### config.mk
export PLATFORM = sky130hd
export DESIGN_NAME = fetch_unit
export DESIGN_NICKNAME = d
export VERILOG_FILES = /design/src/rtl/core_pkg.sv /design/src/rtl/fetch_queue.sv /design/src/rtl/fetch_unit.sv
export SDC_FILE = /design/constraint.sdc
export NUM_CORES = 1
export LEC_CHECK = 0
export ABC_AREA = 1
export CAP_MARGIN = 15
export CORE_AREA = 4 4 145 147
export DETAILED_ROUTE_END_ITERATION = 8
export DIE_AREA = 0 0 149 151
export PLACE_DENSITY = 0.72
export RECOVER_POWER = 25
export SETUP_SLACK_MARGIN = 0.4
export SLEW_MARGIN = 15
export SYNTH_ARGS = -nofsm -noshare
export SYNTH_HDL_FRONTEND = slang
export SYNTH_SLANG_ARGS = --single-unit
### constraint.sdc
create_clock -name clk -period 4.97 [get_ports clk]
set_input_delay 0.497 -clock clk [delete_from_list [all_inputs] [get_ports clk]]
set_output_delay 0.497 -clock clk [all_outputs]
set_load 0.02 [all_outputs]
### src/rtl/core_pkg.sv
// Shared fetch-path definitions: FSM states, instruction field positions,
// the queue entry layout and the default reset PC.
package core_pkg;

    localparam logic [31:0] DEFAULT_RESET_PC = 32'h0000_0000;

    // Instruction fields travel through the fetch path unmodified.
    localparam int INST_TYPE_LSB = 0;
    localparam int INST_TYPE_MSB = 1;
    localparam int INST_OPC_LSB  = 2;
    localparam int INST_OPC_MSB  = 6;
    localparam int INST_F3_LSB   = 12;
    localparam int INST_F3_MSB   = 14;

    typedef enum logic [1:0] {
        ST_RESET_WAIT = 2'd0,
        ST_RUN        = 2'd1,
        ST_HALT       = 2'd2
    } fetch_state_e;

    typedef struct packed {
        logic [31:0] pc;
        logic [31:0] inst;
    } fetch_entry_t;

    function automatic logic [31:0] pc_next(input logic [31:0] pc);
        return pc + 32'd4;
    endfunction

endpackage

### src/rtl/fetch_queue.sv
// Instruction FIFO holding {pc, inst}; push and pop may coincide even when
// full, and flush empties it in one cycle.
module fetch_queue #(
    parameter int DEPTH = 2,
    parameter int CW    = $clog2(DEPTH + 1)
) (
    input  logic          clk,
    input  logic          rst,
    input  logic          flush,
    input  logic          push,
    input  logic [63:0]   push_data,
    input  logic          pop,
    output logic [63:0]   head,
    output logic          empty,
    output logic [CW-1:0] count
);

    localparam int PW = $clog2(DEPTH);

    logic [DEPTH-1:0][63:0] mem;
    logic [PW-1:0]          wr_ptr, rd_ptr;
    logic                   do_pop;

    assign empty  = (count == '0);
    assign do_pop = pop && !empty;
    assign head   = mem[rd_ptr];

    function automatic logic [PW-1:0] ptr_inc(input logic [PW-1:0] p);
        return (p == PW'(DEPTH - 1)) ? '0 : p + PW'(1);
    endfunction

    // Storage carries no reset; only the pointers define what is valid.
    always_ff @(posedge clk) begin
        if (push && !flush)
            mem[wr_ptr] <= push_data;
    end

    always_ff @(posedge clk or posedge rst) begin
        if (rst) begin
            wr_ptr <= '0;
            rd_ptr <= '0;
            count  <= '0;
        end else if (flush) begin
            wr_ptr <= '0;
            rd_ptr <= '0;
            count  <= '0;
        end else begin
            if (push)
                wr_ptr <= ptr_inc(wr_ptr);
            if (do_pop)
                rd_ptr <= ptr_inc(rd_ptr);
            count <= count + CW'(push) - CW'(do_pop);
        end
    end

endmodule

### src/rtl/fetch_unit.sv
// Instruction fetch unit: sequential PC fetch, in-order response queue,
// redirect flush with stale-response dropping. Optional misaligned-target
// fault/halt when FETCH_MISALIGN_CHECK_EN is defined.
module fetch_unit
    import core_pkg::*;
#(
    parameter logic [31:0] RESET_PC = DEFAULT_RESET_PC,
    parameter int          QDEPTH   = 2
) (
    input  logic        clk,
    input  logic        rst,
    output logic        imem_req_valid,
    input  logic        imem_req_ready,
    output logic [31:0] imem_addr,
    input  logic        imem_resp_valid,
    input  logic [31:0] imem_resp_data,
    output logic        inst_valid,
    input  logic        inst_ready,
    output logic [31:0] inst,
    output logic [31:0] inst_pc,
    input  logic        redirect_valid,
    input  logic [31:0] redirect_pc,
    output logic        fetch_fault
);

    localparam int CW = $clog2(QDEPTH + 1);

    fetch_state_e  state;
    logic [31:0]   pc, resp_pc, redirect_tgt;
    logic [CW-1:0] outstanding, drop_cnt, q_count;
    logic [CW:0]   inflight;
    logic          q_empty, req_fire, resp_drop, resp_keep, misalign, fault_q;
    fetch_entry_t  q_in, q_head;

`ifdef FETCH_MISALIGN_CHECK_EN
    assign redirect_tgt = redirect_pc;
    assign misalign     = redirect_valid && (redirect_pc[1:0] != 2'b00);
`else
    assign redirect_tgt = redirect_pc & 32'hFFFF_FFFC;
    assign misalign     = 1'b0;
`endif

    // Queue slots are reserved at issue so a response always has room.
    assign inflight       = {1'b0, q_count} + {1'b0, outstanding};
    assign imem_req_valid = (state == ST_RUN) && !redirect_valid &&
                            (inflight < (CW+1)'(QDEPTH));
    assign imem_addr      = pc;
    assign req_fire       = imem_req_valid && imem_req_ready;

    // A response in the redirect cycle is stale as well.
    assign resp_drop = imem_resp_valid && (redirect_valid || drop_cnt != '0);
    assign resp_keep = imem_resp_valid && !resp_drop;
    assign q_in      = '{pc: resp_pc, inst: imem_resp_data};

    fetch_queue #(.DEPTH(QDEPTH), .CW(CW)) u_queue (
        .clk       (clk),
        .rst       (rst),
        .flush     (redirect_valid),
        .push      (resp_keep),
        .push_data (q_in),
        .pop       (inst_ready),
        .head      (q_head),
        .empty     (q_empty),
        .count     (q_count)
    );

    assign inst_valid  = !q_empty;
    assign inst        = q_head.inst;
    assign inst_pc     = q_head.pc;
    assign fetch_fault = fault_q;

    always_ff @(posedge clk or posedge rst) begin
        if (rst) begin
            state       <= ST_RESET_WAIT;
            pc          <= RESET_PC;
            resp_pc     <= RESET_PC;
            outstanding <= '0;
            drop_cnt    <= '0;
            fault_q     <= 1'b0;
        end else begin
            outstanding <= outstanding + CW'(req_fire) - CW'(imem_resp_valid);
            if (req_fire)
                pc <= pc_next(pc);

            // resp_pc tracks the address of the next response that is kept.
            if (redirect_valid) begin
                pc       <= redirect_tgt;
                resp_pc  <= redirect_tgt;
                drop_cnt <= outstanding - CW'(imem_resp_valid);
            end else begin
                if (resp_keep)
                    resp_pc <= pc_next(resp_pc);
                if (resp_drop)
                    drop_cnt <= drop_cnt - CW'(1);
            end

            case (state)
                ST_RESET_WAIT: state <= ST_RUN;
                ST_RUN:        state <= ST_RUN;
                default:       state <= ST_HALT;
            endcase
            if (misalign) begin
                state   <= ST_HALT;
                fault_q <= 1'b1;
            end
        end
    end

endmodule

=== Yosys cells after proc, flatten, opt, wreduce, memory -nomap -nowiden ===
Index checks and enable logic that the tools add are counted.

* Register bits: 202
* Output and inout port bits: 99
* Input port bits: 70

* Reductions and logical operators: 20
* Equality and inequality tests: 1
* Add/sub/neg operators: 11
* Mux-type cells: 19
* $lt $le $gt $ge: 4

{| class="wikitable"
|+ Operator list
! kind !! number
|-
| 2-to-1 mux 64 bit || 3
|-
| bitwise mux 128 bit || 1
|-
| 2-to-1 mux 32 bit || 4
|-
| adder 32 x 3 -> 32 bit (second input constant) || 2
|-
| demux 64 bit (select 1 bit) || 1
|-
| nonzero test 2 bit || 5
|-
| logical AND 1 bit || 8
|-
| 2-to-1 mux 2 bit || 4
|-
| 2-to-1 mux 1 bit || 6
|-
| subtractor 2 x 1 -> 2 bit || 3
|-
| adder 2 x 1 -> 2 bit || 2
|-
| logical NOT 2 bit || 2
|-
| < comparator 1 x 2 -> 1 bit (second input constant) || 2
|-
| adder 2 x 2 -> 3 bit || 1
|-
| logical NOT 1 bit || 3
|-
| < comparator 3 x 2 -> 1 bit (second input constant) || 1
|-
| adder 1 bit (second input constant) || 2
|-
| equality test 2 x 1 -> 1 bit (second input constant) || 1
|-
| OR reduction 2 bit || 1
|-
| subtractor 2 x 1 -> 2 bit (second input constant) || 1
|-
| >= comparator 1 bit (second input constant) || 1
|-
| logical OR 1 bit || 1
|}

=== Depth between registers and ports, before layout ===
Gate-level depths: netlist (run 1).

* Depth after elaboration: 8
* Depth in mapped cells: 10
* Gate-level depth less buffers: 10

=== Cells and area by module ===
From an unflattened synthesis (run 1), not the netlist that was laid out.

* Cells, all modules: 1,052
* Area total of the unflattened synthesis: 9,471.6 um^2

{| class="wikitable"
|+ Modules (own cells, without submodules)
! module !! instances !! cells an instance !! seq. area each (um^2) !! area each (um^2)
|-
| fetch_queue || 1 || 368 || 3,943.8 || 4,893.4
|-
| fetch_unit || 1 || 684 || 1,651.6 || 4,578.1
|}

=== Worst setup path before layout (run 1) ===
Ideal clock, no wire load.

* Kind: reg-to-reg
* From: register drop_cnt[0]
* To: register u_queue.mem[0] (netlist name) (enable)
* Arrival time: 3,413 ps
* Slack: 1,073 ps
* Setup time: 484 ps
* Stages on the path, launching flop included: 5
* Required time: 4,486 ps
* Cells stage by stage: dfrtp_1 -> inv_1 -> ha_1 -> nand3_2 -> nor2_1

* Word-level cells in the longest chain between the ends: 6

{| class="wikitable"
|+ Ends and longest elaborated chain
! item !! line !! RTL
|-
| start: declaration || fetch_unit.sv:30 || <nowiki>logic [CW-1:0] outstanding, drop_cnt, q_count;</nowiki>
|-
| start signal: assignment || fetch_unit.sv:89 || <nowiki>drop_cnt <= outstanding - CW'(imem_resp_valid);</nowiki>
|-
| start signal: assignment || fetch_unit.sv:94 || <nowiki>drop_cnt <= drop_cnt - CW'(1);</nowiki>
|-
| nonzero test 2 bit || fetch_unit.sv:51 || <nowiki>assign resp_drop = imem_resp_valid && (redirect_valid || drop_cnt != '0);</nowiki>
|-
| logical OR 1 bit || fetch_unit.sv:51 ||
|-
| logical AND 1 bit || fetch_unit.sv:51 ||
|-
| logical NOT 1 bit || fetch_unit.sv:52 || <nowiki>assign resp_keep = imem_resp_valid && !resp_drop;</nowiki>
|-
| logical AND 1 bit || fetch_unit.sv:52 ||
|-
| logical AND 1 bit || fetch_queue.sv:34 || <nowiki>if (push && !flush)</nowiki>
|-
| end signal: indexed assignment || fetch_queue.sv:35 || <nowiki>mem[wr_ptr] <= push_data;</nowiki>
|-
| end: declaration || fetch_queue.sv:20 || <nowiki>logic [DEPTH-1:0][63:0] mem;</nowiki>
|}

No other way between the ends.
A chain may end at the register's enable or synchronous reset.

=== Worst setup path after layout (run 1) ===
* From: register u_queue.rd_ptr
* To: output port inst_pc[10]

* Word-level cells in the longest chain between the ends: 2

{| class="wikitable"
|+ Ends and longest elaborated chain
! item !! line !! RTL
|-
| start: declaration || fetch_queue.sv:21 || <nowiki>logic [PW-1:0] wr_ptr, rd_ptr;</nowiki>
|-
| start signal: assignment || fetch_queue.sv:51 || <nowiki>rd_ptr <= ptr_inc(rd_ptr);</nowiki>
|-
| 2-to-1 mux 64 bit (implied by the code) (2 in a row) || fetch_queue.sv:26 || <nowiki>assign head = mem[rd_ptr];</nowiki>
|-
| end: declaration || fetch_unit.sv:20 || <nowiki>output logic [31:0] inst_pc,</nowiki>
|}

No other way between the ends. The select of a mux whose other input is x is not followed.

==> results of run 1 <==
## metrics by stage
stage / hold slack (ps) / util
3_5_place_dp: 401 / 0.557
4_1_cts: 418 / 0.589
3_3_place_gp: 389 / 0.557
5_1_grt: 432 / 0.589
2_1_floorplan: 415 / -
6_report: 414 / 0.589
## kinds of logic (layout without fill, tap and decap cells)
family / Yosys count / in the layout
fa+ha+maj: 9 / 9
other cells: 1 / 5
simple gates: 580 / 580
xor+xnor: 34 / 34
flops: 194 / 194
buf+inv: 126 / 292
compound gates: 65 / 65
## power by group
part / internal, uW / switching [uW]
Clock: 859 / 633
Sequential: 1970 / 244
Combinational: 783 / 1100
Total: 3620 / 1980
## cells in the mapped netlist, types with 2 or more instances
master and number:
a21oi_1 8, a31oi_1 2, and2_1 3, buf_1 2, buf_2 9, buf_4 5
clkbuf_1 16, dfrtp_1 70, edfxtp_1 124, ha_1 8, inv_1 90, inv_2 4
nand2_1 422, nand2_2 4, nand3_1 49, nand3_2 5, nand4_1 13, nor2_1 62
nor2_2 8, nor2_4 3, nor3_1 6, nor3_2 2, o211ai_1 15, o21ai_0 27
o21bai_1 10, o221ai_1 2, or2_2 2, xnor2_1 7, xor2_1 27
## worst min-delay path by stage
| stage | from | endpoint | cells past startpoint | slack [ps] |
|---|---|---|---|---|
| final | state[1] | state[1] | 0 | 410 |
| after floorplan | state[1] | state[0] | 1 | 410 |
| after global placement | state[1] | state[1] | 0 | 390 |
| after CTS | state[1] | state[1] | 0 | 420 |
| after global routing | state[1] | state[1] | 0 | 430 |
| after detailed placement | state[1] | state[1] | 0 | 400 |
## metal layers
metal  vias to the layer above  GRT usage  part of all wire
met5                         -          0                 0
met4                         0     0.0627             0.016
met3                        30     0.0464             0.073
met2                       238      0.315              0.47
met1                      3327      0.267              0.45
li1                       3561          -                 -
## placed cells by master (no fill, tap or decap), types with 27 or more instances in the layout
cell	netlist	layout
nand2_1	422	422
clkdlybuf4s50_1	0	129
edfxtp_1	124	124
inv_1	90	89
dfrtp_1	70	69
nor2_1	62	60
nand3_1	49	49
dlygate4sd3_1	0	32
o21ai_0	27	27
xor2_1	27	27
## sequential cells by signal (all words and copies together), names as in the netlist
register and count:
u_queue.count 2, u_queue.rd_ptr 1, state 2, drop_cnt 2, imem_addr 30, u_queue.wr_ptr 1, u_queue.mem 124, outstanding 2
resp_pc 30
## final cells by class
type                    count  area [sq um]
clock buffers              17           425
multi-input cells         693          3250
repair buffers            166          1660
well taps                 270           338
flip-flops and latches    194          5480
inverters                  94           354
fillers                  1695          8170
clock inverters            15           225
## critical path: cells and delay by family (launching register included)
kind,cells,cell delay (ps)
flip-flops,1,380
AND/OR/NAND/NOR,2,240
buffers and inverters,3,1830
==> results.json, run 1 <==
{
  "wl_microns": 21700,
  "coreArea_sq_mm": 0.0199,
  "min_period_ps": 3430,
  "irDropWorstVdd_mv": 0.246,
  "postPlaceCellArea_sq_mm": 0.0111,
  "crit_end": "inst_pc[10]",
  "reg2reg_depth": 10,
  "drive_gt1_frac": 0.0594,
  "synthMuxAreaShare": 0,
  "die_h_microns": 151,
  "worst_pin_slew_ps": 1110,
  "diodes": 0,
  "timing.final.crit_share": 0.690,
  "synthAdderAreaFrac": 0.0131,
  "drt_first_iter_violations": 456,
  "ctsHoldBuffers": 0,
  "firstDrtPassIters": 5,
  "r2r-end": "imem_addr[25]",
  "synth_xor_area_frac": 0.0324,
  "synth_top_area_cell": "edfxtp_1",
  "yosysTopAreaCellShare": 0.405,
  "max_stage_delay_ps": 870,
  "end_kind": "output port",
  "preCtsSetupSlack_ps": 1670,
  "post_cts_buffers": 0,
  "avgViaCountPerCell": 4.94,
  "cts_tree": "done",
  "fmax_mhz": 292,
  "outcome": "complete, no violations",
  "io_pins": 169,
  "cts.sinks": 194,
  "synth.area.top_cells": "edfxtp_1 (40%), dfrtp_1 (19%), nand2_1 (17%), inv_1 (3.7%), nand3_1 (2.7%)",
  "final_cells": 1449,
  "required_ps": 4470,
  "htreeDepth": 4,
  "cp-start-kind": "flop",
  "grt_usage": 0.197,
  "portBuffers": 161,
  "critPathLaunch": "u_queue.rd_ptr",
  "yosysSeqAreaShare": 0.595,
  "syn_to_final_growth_pct": 27.5,
  "synth_seq_cells": 194,
  "reg2reg_from": "outstanding[0]",
  "die_w_microns": 149,
  "worstPathCellList": "buf_4, inv_2, nand2_1, nand2_1, clkdlybuf4s50_1",
  "power.density_mw_per_mm2": 477,
  "cp_slowest_cell": "inv_2",
  "worst_slack_ps": 1540,
  "grt_pass1_wl_microns": 34700,
  "postRouteAntennaNets": 0,
  "tns_ps": 0,
  "grt_pass1_vias": 6944,
  "r2r_setup_slack_ps": 2040,
  "synth-simple-area-share": 0.261,
  "initial_core_util": 0.462,
  "p_leak_uw": 0.00494,
  "synth-compound-area-share": 0.0436,
  "vias": 7156,
  "syn_avg_cell_area_sq_um": 9.12,
  "synthCells": 1009,
  "cts_resized": 0,
  "hpwl_microns": 15100,
  "clkTransAtPathRegs_ps": 80,
  "ys_types": 33,
  "grt_max_degree": 65,
  "rsz0062_at_grt": "false",
  "place_congestion": 0.942,
  "dp_cells": 1417,
  "layout.nets": 1245,
  "worst-setup-path-type": "reg -> out",
  "finalHoldViolCount": 0,
  "synth_top_family_by_area": "simple AND/OR/NAND/NOR gates",
  "clock_skew_ps": 15.0,
  "arrival_ps": 2930,
  "setup_viol": 0,
  "drc": 0,
  "power_uw": 5590,
  "die_area_sq_mm": 0.0225,
  "clock_latency_ps": 440,
  "overflow": 0,
  "std_cell_rows": 52,
  "synth_edf_count": 124,
  "cp_common_cell": "nand2_1",
  "cp_max_fo": 64,
  "relSlewSlack": 0.262,
  "syn_area_sq_mm": 0.00920,
  "cts-root-buf": "clkbuf_16",
  "clockBufferDepth": 2,
  "wl_per_cell_microns": 15.0,
  "synthArstFlopShare": 0.361,
  "antenna_found_initial": 0,
  "fin_area_sq_mm": 0.0117,
  "finalMaxSlewViolations": 0,
  "hp-class": "reg -> reg",
  "cts_made_buffers": 17,
  "yosysWarningCount": 0,
  "maxCapViolations": 0,
  "synthFlopType": "edfxtp_1"
}
Power figures use the tool's default switching activity.
==> run 2, diff against run 1 <==
Settings changed: PLACE_DENSITY 0.72 to 0.75.
Clock period 4.97 ns to 2.8 ns, I/O delays scaled along.
==> run 2 against run 1 <==
Net effect:
- via count is 1.1% higher
- non-clock buffer count grew 10
- critical path depth unchanged
==> results.json, run 2 (synthesized netlist as in run 1, its figures left out) <==
{
  "outcome": "complete, no violations",
  "firstDrtPassIters": 5,
  "timing.final.crit_share": 0.849,
  "fin_util": 0.594,
  "layout.nets": 1255,
  "worst_pin_slew_ps": 734,
  "cts_made_buffers": 17,
  "setup_viol": 0,
  "layout_commonest_cell": "nand2_1",
  "largest_register": "u_queue.mem",
  "reg2reg_from": "outstanding[0]",
  "hp-class": "reg -> reg",
  "largest_register_ffs": 124,
  "irDropWorstVdd_mv": 0.434,
  "syn_to_final_growth_pct": 28.5,
  "reg2reg_depth": 9,
  "preCtsSetupSlack_ps": 497,
  "timing.hold.worst_endpoint": "state[1]",
  "die_h_microns": 151,
  "clock_latency_ps": 430,
  "grt_max_degree": 63,
  "worst_slack_ps": 422,
  "dp_cells": 1426,
  "wl_per_cell_microns": 15.0,
  "hpwl_microns": 15600,
  "maxCapViolations": 0,
  "cts_tree": "done",
  "place_congestion": 0.918,
  "power.density_mw_per_mm2": 832,
  "grt_usage": 0.199,
  "rsz0062_at_grt": "true",
  "required_ps": 2520,
  "relSlewSlack": 0.510,
  "htreeDepth": 4,
  "min_period_ps": 2380,
  "finalHoldViolCount": 0,
  "r2r_setup_slack_ps": 610,
  "cts-root-buf": "clkbuf_16",
  "grt_pass1_vias": 7046,
  "arrival_ps": 2100,
  "die_w_microns": 149,
  "multiInputGateArea_sq_mm": 0.00326,
  "nFillCells": 1694,
  "cp_max_fo": 26,
  "cts.sinks": 194,
  "cp-start-kind": "flop",
  "io_pins": 169,
  "fmax_mhz": 420,
  "r2r-end": "outstanding[1]",
  "avgViaCountPerCell": 4.96,
  "antenna_found_initial": 0,
  "clkTransAtPathRegs_ps": 70,
  "ff_latch_area_sq_mm": 0.00548,
  "clockBufferDepth": 2,
  "wl_microns": 21900,
  "p_leak_uw": 0.00507,
  "layout_common_cells": "nand2_1 (422), edfxtp_1 (124), clkdlybuf4s50_1 (102)",
  "worst-setup-path-type": "reg -> out",
  "std_cell_rows": 52,
  "vias": 7236,
  "hold_path_depth": 0,
  "die_area_sq_mm": 0.0225,
  "drt_first_iter_violations": 446,
  "hold_slack_ps": 410,
  "portBuffers": 161,
  "power_uw": 9840,
  "postRouteAntennaNets": 0,
  "drive_gt1_frac": 0.0681,
  "min_from": "state[1]",
  "clock_skew_ps": 11.6,
  "drc": 0,
  "initial_core_util": 0.462,
  "finalMaxSlewViolations": 0,
  "grt_pass1_wl_microns": 35300,
  "diodes": 0,
  "end_kind": "output port",
  "coreArea_sq_mm": 0.0199,
  "overflow": 0,
  "final_cells": 1459
}
-- run 2: changes by cell type in the layout (fill, tap and decap cells not counted), moves of 2 or more --
cell             previous run  this run
clkinv_4                    0         2
clkdlybuf4s50_1           129       102
dlygate4sd2_1               0        24
buf_4                       4         9
buf_12                      1         4
clkinvlp_4                  5         3
-- run 2: metal layers --
| metal | vias to the layer above | share of wire | wire length, microns | track usage |
|---|---|---|---|---|
| li1 | 3595 | - | - | - |
| met4 | 0 | 0.020 | 437 | 0.0618 |
| met2 | 259 | 0.46 | 10100 | 0.323 |
| met3 | 31 | 0.069 | 1510 | 0.0392 |
| met1 | 3351 | 0.45 | 9840 | 0.273 |
| met5 | - | 0 | 0 | 0 |
-- run 2: cell type report --
type / count / share of cell area
sequential: 194 / 0.463
multi-input combinational: 693 / 0.276
timing repair buffer: 176 / 0.150
clock buffer: 17 / 0.0360
inverter: 94 / 0.0300
tap: 270 / 0.0286
clock inverter: 15 / 0.0169
-- run 2: worst max path at each step --
stage,from,endpoint,depth (start not counted)
4_1_cts,u_queue.rd_ptr,inst[21],5
6_report,u_queue.rd_ptr,inst[28],5
5_1_grt,u_queue.rd_ptr,inst[28],5
2_1_floorplan,drop_cnt[0],u_queue.mem[0],4
3_3_place_gp,outstanding[0],outstanding[1],9
3_5_place_dp,outstanding[0],outstanding[1],9
-- run 2: what timing repair did --
action / CTS / global route
resized for setup: 27 / 5
setup endpoints to repair: 63 / 43
buffers inserted: 0 / 0
cloned: 1 / 0
hold buffers: 0 / 0
-- run 2: power breakdown --
group | leakage (uW) | switching, uW | internal (uW)
combinational | 0.00280 | 1990 | 1390
sequential | 0.00197 | 446 | 3500
clock | 0.000297 | 1090 | 1430
-- run 2: critical path, stage by stage (launching register included) --
cell	delay (ps)
dfrtp_2	430
inv_4	180
bufbuf_16	360
nand2_1	60
nand2_1	50
clkdlybuf4s50_1	590
-- run 2: stage by stage --
| step | instance area [sq um] | TNS, ps |
|---|---|---|
| after floorplan | 9220 | -6360 |
| after global placement | 11200 | 0 |
| after detailed placement | 11200 | 0 |
| after CTS | 11800 | 0 |
| after global routing | 11800 | 0 |
| final | 11800 | 0 |
==> run 3, diff against run 2 <==
Clock period 2.8 ns to 2.1 ns, I/O delays scaled along.
==> run 3 against run 2 <==
Net effect:
- cell count is 4.4% higher
- non-clock buffer count grew 62
- worst hold slack got worse by 100 ps
- sequential cell count did not move
==> results.json, run 3 (synthesized netlist as in run 1, its figures left out) <==
{
  "outcome": "complete, no violations",
  "cts.sinks": 194,
  "hpwl_microns": 15800,
  "cp-start-kind": "flop",
  "grt_pass1_vias": 7438,
  "power.density_mw_per_mm2": 1150,
  "combinationalPowerShare": 0.445,
  "initial_core_util": 0.462,
  "clkTransAtPathRegs_ps": 70,
  "place_congestion": 0.912,
  "fmax_mhz": 490,
  "cts-root-buf": "clkbuf_16",
  "reg2reg_from": "outstanding[0]",
  "layout.nets": 1318,
  "hp-class": "in -> async",
  "std_cell_rows": 52,
  "cts_made_buffers": 17,
  "drc": 0,
  "min_period_ps": 2040,
  "clkPwrFrac": 0.215,
  "ff_latch_area_sq_mm": 0.00548,
  "arrival_ps": 2360,
  "die_h_microns": 151,
  "seq_power_share": 0.340,
  "die_w_microns": 149,
  "clockBufferDepth": 2,
  "portBuffers": 161,
  "maxCapViolations": 0,
  "p_leak_uw": 0.00588,
  "rsz0062_at_grt": "true",
  "grt_pass1_wl_microns": 39800,
  "p_switching_uw": 5840,
  "fin_area_sq_mm": 0.0137,
  "nFillCells": 1433,
  "overflow": 0,
  "grt_max_degree": 39,
  "largest_register": "u_queue.mem",
  "internal-power_uw": 9840,
  "hold_slack_ps": 306,
  "critPathLaunch": "outstanding[0]",
  "antenna_found_initial": 1,
  "cts_tree": "done",
  "clock_latency_ps": 430,
  "setup_viol": 0,
  "relSlewSlack": 0.283,
  "die_area_sq_mm": 0.0225,
  "timing.final.crit_share": 0.972,
  "postPlaceCellArea_sq_mm": 0.0114,
  "largest_register_ffs": 124,
  "cp_max_fo": 4,
  "tns_ps": 0,
  "drive_gt1_frac": 0.292,
  "power_uw": 15700,
  "wl_microns": 27700,
  "vias": 7806,
  "avgViaCountPerCell": 5.13,
  "switching_share": 0.373,
  "wl_per_cell_microns": 18.2,
  "firstDrtPassIters": 5,
  "preCtsSetupSlack_ps": 24.7,
  "worst_slack_ps": 59.0,
  "layout_common_cells": "nand2_1 (285), edfxtp_1 (124), inv_1 (84)",
  "htreeDepth": 4,
  "irDropWorstVdd_mv": 0.606,
  "syn_to_final_growth_pct": 48.5,
  "clock_skew_ps": 9.72,
  "worst-setup-path-type": "reg -> reg",
  "finalHoldViolCount": 0,
  "required_ps": 2420,
  "grt_usage": 0.228,
  "layout_commonest_cell": "nand2_1",
  "finalMaxSlewViolations": 0,
  "end_kind": "flop",
  "ctsHoldBuffers": 0,
  "drt_first_iter_violations": 473,
  "multiInputGateArea_sq_mm": 0.00408,
  "coreArea_sq_mm": 0.0199,
  "io_pins": 169,
  "postRouteAntennaNets": 0,
  "worst_pin_slew_ps": 1070
}
-- run 3: final timing paths --
path	endpoint	slack [ps]	depth (start not counted)
max	outstanding[1]	60	10
min	drop_cnt[0]	310	2
max reg2reg	outstanding[1]	60	10
min reg2reg	state[1]	410	0
max in group asynchronous	resp_pc[14]	310	3
min in group clk	resp_pc[18]	410	3
-- run 3: cell type report --
| cell class | instances | area share |
|---|---|---|
| multi-input combinational | 693 | 0.299 |
| timing repair buffer | 238 | 0.201 |
| timing repair inverter | 1 | 0.00220 |
| clock inverter | 15 | 0.0130 |
| tap | 270 | 0.0247 |
| clock buffer | 17 | 0.0311 |
| inverter | 94 | 0.0275 |
| antenna | 1 | 0.000183 |
| sequential | 194 | 0.401 |
-- run 3: power by group through the flow --
stage / Sequential (uW) / Clock (uW) / Combinational [uW]
after floorplan: 5390 / 0 / 2500
after global placement: 5300 / 0 / 4700
after detailed placement: 5320 / 0 / 4800
after CTS: 5270 / 3350 / 5980
after global routing: 5410 / 3570 / 7450
final: 5340 / 3370 / 6980
-- run 3: timing repair --
action | CTS | global route
endpoints found under the setup margin | 126 | 113
cloned | 8 | 6
setup buffers | 25 | 16
pin swaps | 29 | 61
resized for setup | 533 | 173
-- run 3: per-layer routing --
layer / global-route usage / wire [microns] / vias to the layer above
met4: 0.0613 / 451 / 0
met5: 0 / 0 / -
met3: 0.0476 / 1920 / 36
met2: 0.390 / 14400 / 279
met1: 0.298 / 10900 / 3771
li1: - / - / 3720
-- run 3: through the flow --
step                 util  std cells
CTS                 0.645       1500
floorplan               -       1013
global route        0.686       1523
finish              0.686       1523
detailed placement  0.572       1435
global placement    0.572       1435
-- run 3: critical path: stages (launching register included) --
cell and delay (ps):
dfrtp_1 390, nand2_2 70, inv_2 40, fa_2 450, nor3_2 130, buf_4 140, nand3_4 100, ha_4 290
inv_2 40, ha_4 150, xnor2_2 120
